$ cat config.mk
export PLATFORM = sky130hd
export DESIGN_NAME = a3_pe_sequencer
export DESIGN_NICKNAME = d
export VERILOG_FILES = /design/src/rtl/a3_pe_sequencer.sv
export SDC_FILE = /design/constraint.sdc
export NUM_CORES = 1
export LEC_CHECK = 0
export CORE_MARGIN = 2
export CORE_UTILIZATION = 45
export DETAILED_ROUTE_END_ITERATION = 8
export GPL_ROUTABILITY_DRIVEN = 0
export PLACE_DENSITY_LB_ADDON = 0.25
export SYNTH_ARGS = -nofsm -noshare
export SYNTH_HDL_FRONTEND = slang
export SYNTH_SLANG_ARGS = --single-unit
$ cat constraint.sdc
create_clock -name clk -period 3.7 [get_ports clk]
set_input_delay 0.37 -clock clk [delete_from_list [all_inputs] [get_ports clk]]
set_output_delay 0.37 -clock clk [all_outputs]
set_load 0.05 [all_outputs]
$ cat src/rtl/a3_pe_sequencer.sv
// Four-phase schedule wrapper around one a3 biquad PE, with a small result FIFO.
// Latency: accept -> result at out_valid is 4*HOLD+1 cycles; one accept every 4*HOLD+1 cycles.
// Backpressure: in_ready drops while a sample is in flight or the result FIFO is full.
//
// Ports:
//   clk, rst              clock (rising edge) and asynchronous active-low reset
//   in_data/valid/ready   upstream sample handshake
//   out_data/valid/ready  downstream result handshake (FIFO head)
//   pe_in, pe_ber         registered drive to the PE; pe_out is the PE result
//   busy                  a sample is being sequenced
// Optional: define A3_SEQ_STAT_EN to add sample_cnt (saturating capture count)
// and drop_flag (sticky: an offer was blocked by a full FIFO).
module a3_pe_sequencer #(
    parameter int HOLD       = 3,
    parameter int FIFO_DEPTH = 4
) (
    input  logic        clk,
    input  logic        rst,
    input  logic [31:0] in_data,
    input  logic        in_valid,
    output logic        in_ready,
    output logic [31:0] out_data,
    output logic        out_valid,
    input  logic        out_ready,
    output logic [31:0] pe_in,
    output logic [1:0]  pe_ber,
    input  logic [31:0] pe_out,
    output logic        busy
`ifdef A3_SEQ_STAT_EN
    ,
    output logic [15:0] sample_cnt,
    output logic        drop_flag
`endif
);

    localparam logic [2:0] S_IDLE = 3'd0;
    localparam logic [2:0] S_LOAD = 3'd1;
    localparam logic [2:0] S_FB   = 3'd2;
    localparam logic [2:0] S_FF   = 3'd3;
    localparam logic [2:0] S_OUT  = 3'd4;

    localparam int PW = (HOLD > 1) ? $clog2(HOLD) : 1;
    localparam int AW = (FIFO_DEPTH > 1) ? $clog2(FIFO_DEPTH) : 1;
    localparam logic [PW-1:0] PH_LAST = PW'(HOLD - 1);
    localparam logic [AW:0]   DEPTH_C = (AW + 1)'(FIFO_DEPTH);

    logic [2:0]    state_q, state_d;
    logic [PW-1:0] phase_q, phase_d;
    logic [31:0]   sample_q, sample_d;
    logic [31:0]   pe_in_q, pe_in_d;
    logic [1:0]    pe_ber_q, pe_ber_d;
    logic [AW-1:0] wr_ptr_q, wr_ptr_d;
    logic [AW-1:0] rd_ptr_q, rd_ptr_d;
    logic [AW:0]   count_q, count_d;
    logic [31:0]   mem_q [FIFO_DEPTH];
    logic [31:0]   mem_d [FIFO_DEPTH];

    logic phase_last, fifo_full, accept, push, pop;

    assign phase_last = (phase_q == PH_LAST);
    assign fifo_full  = (count_q == DEPTH_C);
    // Gated with rst so upstream never sees ready while the block is held in reset.
    assign in_ready   = rst && (state_q == S_IDLE) && !fifo_full;
    assign accept     = in_valid && in_ready;
    // Capture on the final OUT cycle; room was reserved at accept time.
    assign push       = (state_q == S_OUT) && phase_last;
    assign out_valid  = (count_q != '0);
    assign pop        = out_valid && out_ready;
    assign out_data   = out_valid ? mem_q[rd_ptr_q] : '0;
    assign pe_in      = pe_in_q;
    assign pe_ber     = pe_ber_q;
    assign busy       = (state_q != S_IDLE);

    always_comb begin
        state_d = state_q;
        case (state_q)
            S_IDLE:  if (accept)     state_d = S_LOAD;
            S_LOAD:  if (phase_last) state_d = S_FB;
            S_FB:    if (phase_last) state_d = S_FF;
            S_FF:    if (phase_last) state_d = S_OUT;
            S_OUT:   if (phase_last) state_d = S_IDLE;
            default:                 state_d = S_IDLE;
        endcase

        // Counter runs only while sequencing and restarts at every phase change.
        phase_d  = (state_q != S_IDLE && !phase_last) ? phase_q + 1'b1 : '0;
        sample_d = accept ? in_data : sample_q;

        // PE drive follows the next state so it changes on the same edge.
        pe_in_d = '0;
        case (state_d)
            S_LOAD:  begin pe_ber_d = 2'b11; pe_in_d = sample_d; end
            S_FB:    pe_ber_d = 2'b00;
            S_FF:    pe_ber_d = 2'b01;
            S_OUT:   pe_ber_d = 2'b10;
            default: pe_ber_d = 2'b11;
        endcase

        wr_ptr_d = push ? wr_ptr_q + 1'b1 : wr_ptr_q;
        rd_ptr_d = pop  ? rd_ptr_q + 1'b1 : rd_ptr_q;
        case ({push, pop})
            2'b10:   count_d = count_q + 1'b1;
            2'b01:   count_d = count_q - 1'b1;
            default: count_d = count_q;
        endcase

        mem_d = mem_q;
        if (push) mem_d[wr_ptr_q] = pe_out;
    end

    always_ff @(posedge clk or negedge rst) begin
        if (!rst) begin
            state_q  <= S_IDLE;
            phase_q  <= '0;
            sample_q <= '0;
            pe_in_q  <= '0;
            pe_ber_q <= 2'b11;
            wr_ptr_q <= '0;
            rd_ptr_q <= '0;
            count_q  <= '0;
            mem_q    <= '{default: '0};
        end else begin
            state_q  <= state_d;
            phase_q  <= phase_d;
            sample_q <= sample_d;
            pe_in_q  <= pe_in_d;
            pe_ber_q <= pe_ber_d;
            wr_ptr_q <= wr_ptr_d;
            rd_ptr_q <= rd_ptr_d;
            count_q  <= count_d;
            mem_q    <= mem_d;
        end
    end

`ifdef A3_SEQ_STAT_EN
    logic [15:0] sample_cnt_q, sample_cnt_d;
    logic        drop_flag_q, drop_flag_d;

    always_comb begin
        sample_cnt_d = (push && sample_cnt_q != 16'hFFFF) ? sample_cnt_q + 16'd1 : sample_cnt_q;
        drop_flag_d  = drop_flag_q | ((state_q == S_IDLE) && in_valid && fifo_full);
    end

    always_ff @(posedge clk or negedge rst) begin
        if (!rst) begin
            sample_cnt_q <= '0;
            drop_flag_q  <= 1'b0;
        end else begin
            sample_cnt_q <= sample_cnt_d;
            drop_flag_q  <= drop_flag_d;
        end
    end

    assign sample_cnt = sample_cnt_q;
    assign drop_flag  = drop_flag_q;
`endif

endmodule

Yosys cells after proc, flatten, opt, wreduce, memory -nomap -nowiden
Index checks and enable logic that the tools add are counted.
{"block": "op_classes", "add_sub_neg": 5, "n_lt_le_gt_ge": 3, "eq_ne": 12, "mux": 18, "bitwise": 2, "reduce_logical": 13}
{"cell": "$mux W32", "count": 6}
{"cell": "$bwmux W128", "count": 1}
{"cell": "$bmux W32 S2", "count": 1}
{"cell": "$demux W32 S2", "count": 1}
{"cell": "$mux W3", "count": 5}
{"cell": "$pmux W3 S5", "count": 1}
{"cell": "$eq A3 B2 Y1 const B", "count": 4}
{"cell": "$eq A3 B3 Y1 const B", "count": 3}
{"cell": "$logic_and A1 B1 Y1", "count": 7}
{"cell": "$add A2 B1 Y2 const B", "count": 3}
{"cell": "$eq A3 B1 Y1 const B", "count": 2}
{"cell": "$ge A3 B3 Y1 const B", "count": 2}
{"cell": "$not A2 Y3", "count": 2}
{"cell": "$pmux W2 S3", "count": 1}
{"cell": "$pmux W3 S2", "count": 1}
{"cell": "$reduce_bool A3 Y1", "count": 2}
{"cell": "$eq A2 B2 Y1 const B", "count": 2}
{"cell": "$add A3 B1 Y3 const B", "count": 1}
{"cell": "$logic_not A3 Y1", "count": 1}
{"cell": "$lt A3 B1 Y1 const B", "count": 1}
{"cell": "$sub A3 B1 Y3 const B", "count": 1}
{"cell": "$eq A2 B1 Y1 const B", "count": 1}
{"cell": "$logic_not A1 Y1", "count": 2}
{"cell": "$mux W2", "count": 1}
{"cell": "$reduce_bool A2 Y1", "count": 1}
{"block": "totals", "register_bits": 206, "wordCells": 65}

Longest topological paths before layout
{"block": "logic_depth", "depth_word": 8, "ltp_mapped": 12, "depth_no_buf": 10}

Least setup slack after synthesis
No wires, ideal clock.
{"block": "synth_timing", "path_type": "reg2out", "startpoint": "register state_q[0]", "endpoint": "output port in_ready", "arrival_time_ns": 2.196, "required_time_ns": 3.330, "path_slack_ns": 1.134, "path_stages_with_launch": 6, "n_path_buf": 2, "cell_sequence": "dfrtp_1 buf_2 nor3_2 inv_2 buf_2 nor3_1"}
{"block": "synth_between", "elab_chain_len": 3}
{"item": "start, declared", "line_no": "47", "text": "logic [2:0] state_q, state_d;"}
{"item": "start signal, assigned", "line_no": "123", "text": "state_q <= state_d;"}
{"item": "$logic_not A3 Y1", "line_no": "63", "text": "assign in_ready = rst && (state_q == S_IDLE) && !fifo_full;"}
{"item": "$logic_and A1 B1 Y1 (2 in a row)", "line_no": "63"}
{"item": "end, declared", "line_no": "21", "text": "output logic in_ready,"}
No other way between the ends.

Worst setup path after layout
{"block": "layout_timing", "startpoint": "register rd_ptr_q[0]", "endpoint": "output port out_data[31]"}
{"block": "layout_between", "elab_chain_len": 5}
{"item": "start, declared", "line_no": "53", "text": "logic [AW-1:0] rd_ptr_q, rd_ptr_d;"}
{"item": "start signal, assigned", "line_no": "129", "text": "rd_ptr_q <= rd_ptr_d;"}
{"item": "$not A2 Y3 (not written as such)", "line_no": "69", "text": "assign out_data = out_valid ? mem_q[rd_ptr_q] : '0;"}
{"item": "$bmux W32 S2", "line_no": "69"}
{"item": "$mux W32 (not written as such) (2 in a row)", "line_no": "69"}
{"item": "$mux W32", "line_no": "69"}
{"item": "end, declared", "line_no": "22", "text": "output logic [31:0] out_data,"}
No other way between the ends. The select of a mux whose other input is x is not followed.

==> results_dict.tcl <==
set metrics [dict create \
    comb_power_share_pct 43.0 \
    start_util_pct 45.39 \
    synth.distinct_cells 38 \
    period_share_pct 86.31 \
    synth-seq-cells 206 \
    yosysTopAreaCellShare_pct 56.12 \
    p_leak_nw 4.713 \
    syn_to_final_growth_pct 25.39 \
    synth_top_family_by_area "multiplexers" \
    syn_area_per_cell_um2 14.12 \
    path_class "register to primary output" \
    syn_nets 719 \
    yosys.area.top_type "dfrtp_1" \
    postRouteWirelength_um 19970 \
    dieArea_um2 21370 \
    final_layout_size_suffix_gt1_share_pct 13.23 \
    n_fill_cell 1616 \
    syn-instance-count 644 \
    dr.pass1.iters 5 \
    critical_path.max_stage_delay_ns 0.70 \
    regArea_um2 5160 \
    root_buffer "clkbuf_16" \
    slew_headroom_pct 10.67 \
    yosys-top-cells-area "dfrtp_1 (56%), mux2_1 (15%), mux4_2 (7.9%)" \
    multi_input_area_um2 3615 \
    die_w_um 146.2 \
    grt_pass1_vias 6170 \
    overflow 0 \
    max_cap_viol_count 0 \
    antenna_left 0 \
    hold_viol_final 0 \
    synth-compound-area-share_pct 6.176 \
    antenna_found_initial 0 \
    dp_hpwl_um 12110 \
    path_max_fanout 23 \
    endpoint "out_data[31]" \
    rsz0062_at_grt "false" \
    synth-seq-area-share_pct 56.70 \
    cts_tree "yes" \
    power.share.clock_pct 24.6 \
    grt_usage_pct 18.83 \
    rr_worst_depth 5 \
    r2r_start "phase_q[0]" \
    arrival_ns 2.82 \
    viasPerCell 5.513 \
    finalWorstSetupSlack_ns 0.5065 \
    p_sw_mw 3.799 \
    portBuffers 136 \
    synth_area_um2 9096 \
    hold_class "input pin to asynchronous set/reset pin" \
    final_nets 830 \
    slowest_stage "clkdlybuf4s50_1" \
    slew_viol_final 0 \
    fp.coreArea_um2 20040 \
    reg2reg_slack_ns 1.07 \
    dpl.cell_count 999 \
    yosys.area_share.adder_pct 1.045 \
    io_pins 137 \
    pwr-share-seq_pct 32.4 \
    drcViolationCount 0 \
    cp_data_required_time_ns 3.33 \
    synthSimpleGateAreaFrac_pct 7.799 \
    setup_violations 0 \
    n_antenna_cell 0 \
    post_cts_buffers 0 \
    period_minus_slack_ns 3.194 \
    drtIter0Drc 285 \
    grt_pass1_wl_um 32730 \
    clock_latency_ns 0.50 \
    path_cells "buf_12, mux4_2, and2_1, clkdlybuf4s50_1" \
    clock_sinks 206 \
    peakVddDrop_v 0.0005121 \
    power_density_nw_per_um2 844.8 \
    fin_cells 1041 \
    synth_xor_area_share_pct 0.7703 \
    power.internal_mw 5.837 \
    utilization_pct 56.92 \
    setup.worst_path.start_class "register" \
    avgRoutedWirePerCell_um 19.18 \
    cts_inserted_buffers 23 \
    cp-startpoint "rd_ptr_q[0]" \
    clockBufferDepth 3 \
    post-place-ws_ns 0.9848 \
    fin_setup_tns_ns 0 \
    die_h_um 146.2 \
    grt_max_degree 148 \
    timing.fmax_ghz 0.3131 \
    htree_levels 1 \
    crit_path_end_kind "primary output" \
    clkSlewWorstSetupHoldPaths_ns 0.06 \
    status "completed" \
    row_count 52 \
    vias 5739 \
    worst_slew_pin_slew_ns 1.340 \
    switching_share_pct 39.42 \
    timing.rr.end "mem_q[84]" \
    hold_buffers 1 \
    clock_skew_ns 0.01004 \
    yosys_warnings 0 \
    post_cts_resized 0 \
    synth.mux.area_fraction_pct 23.88 \
]
-- critical path: cells and delay by family, from the launching register on --
kind	cells	cell delay [ns]
and+or+nand+nor	1	0.18
muxes	1	0.53
buffers and inverters	2	0.98
DFF	1	0.62
-- cells in the mapped netlist --
master	n
nand3_1	2
or3_1	2
a31oi_1	2
and2_1	33
clkbuf_1	31
a211oi_1	32
mux2i_1	1
fa_1	1
dfstp_2	2
buf_2	15
nand3b_1	1
ha_1	6
clkinv_1	1
mux4_2	32
nor3_2	1
inv_1	9
nand4_1	33
or3b_2	1
nor4b_4	1
o21ai_0	2
nor3b_2	1
xor2_1	4
o41ai_1	31
o41ai_2	1
o41a_1	1
mux2_2	8
inv_2	1
or2_2	2
nand2b_1	1
nor2_1	2
buf_4	13
xnor2_1	4
nand2_2	4
and4bb_1	1
nor3_1	4
nand2_1	34
mux2_1	120
dfrtp_1	204
-- layout by cell type (no fill, tap or decap), types with 2 or more instances in the layout --
cell type          n
or3_1              2
nand3_1            2
clkdlybuf4s50_1  134
xor2_1             4
buf_4              7
mux2_2             8
inv_1              9
buf_12             2
dfrtp_2            2
nand2_2            4
nand2_1           34
o41ai_1           31
a31oi_1            2
nor2_1             2
mux2_1           120
or2_2              2
a211oi_1          32
dfstp_2            2
nor3_1             4
and2_1            33
nand4_1           33
o21ai_0            2
ha_1               6
clkbuf_8           5
clkinv_2           5
mux4_2            32
bufinv_16          4
clkbuf_16         23
dfrtp_1          202
clkbuf_1           5
xnor2_1            4
-- through the flow --
step                      cell area [um2]  hold WS [ns]  power, mW
after floorplan                      9096       0.07441      6.013
after global placement              10600        0.3787      7.233
after detailed placement            10600        0.3917      7.321
after CTS                           11410        0.4435      9.744
after global routing                11410        0.4593      10.11
final                               11410        0.4491      9.636
-- registers in the layout (all words and copies together) (netlist names) --
register and cells:
count_q 3, mem_q 128, pe_ber 2, pe_in 32
phase_q 2, rd_ptr_q 2, sample_q 32, state_q 3
wr_ptr_q 2
-- area by class of cell --
cell class,instances,share of cell area (%)
Inverter,11,0.3620
Tap cell,270,2.962
Sequential cell,206,45.24
Multi-Input combinational cell,368,31.69
Clock inverter,9,1.272
Timing Repair Buffer,145,12.78
Clock buffer,32,5.693
-- worst min-delay path by stage --
stage,start,to,cells past startpoint
5_1_grt,in_data[17],sample_q[17],3
6_report,rst,state_q[0],2
2_1_floorplan,rst,count_q[0],0
3_5_place_dp,rst,state_q[0],1
3_3_place_gp,rst,state_q[2],1
4_1_cts,in_data[15],sample_q[15],3
-- cells by family (layout without fill, tap and decap cells) --
family / Yosys count / in the layout
flops: 206 / 206
mux: 161 / 161
simple gates: 123 / 123
buf+inv: 70 / 197
compound gates: 69 / 69
xor+xnor: 8 / 8
fa+ha+maj: 7 / 7
-- power groups by stage --
stage | sequential [mW] | clock (mW) | combinational, mW
after global placement | 3.14 | 0 | 4.10
after CTS | 3.13 | 2.44 | 4.18
final | 3.12 | 2.37 | 4.14
after detailed placement | 3.16 | 0 | 4.17
after global routing | 3.19 | 2.54 | 4.38
after floorplan | 3.40 | 0 | 2.61
-- metal layers --
metal / routed length, um / GRT usage, % / vias up
li1: - / - / 2604
met1: 8758 / 25.66 / 2951
met2: 9835 / 31.63 / 157
met3: 1050 / 3.469 / 27
met4: 326 / 4.612 / 0
met5: 0 / 0 / -
Note: power is estimated with default switching activity, not from simulation.
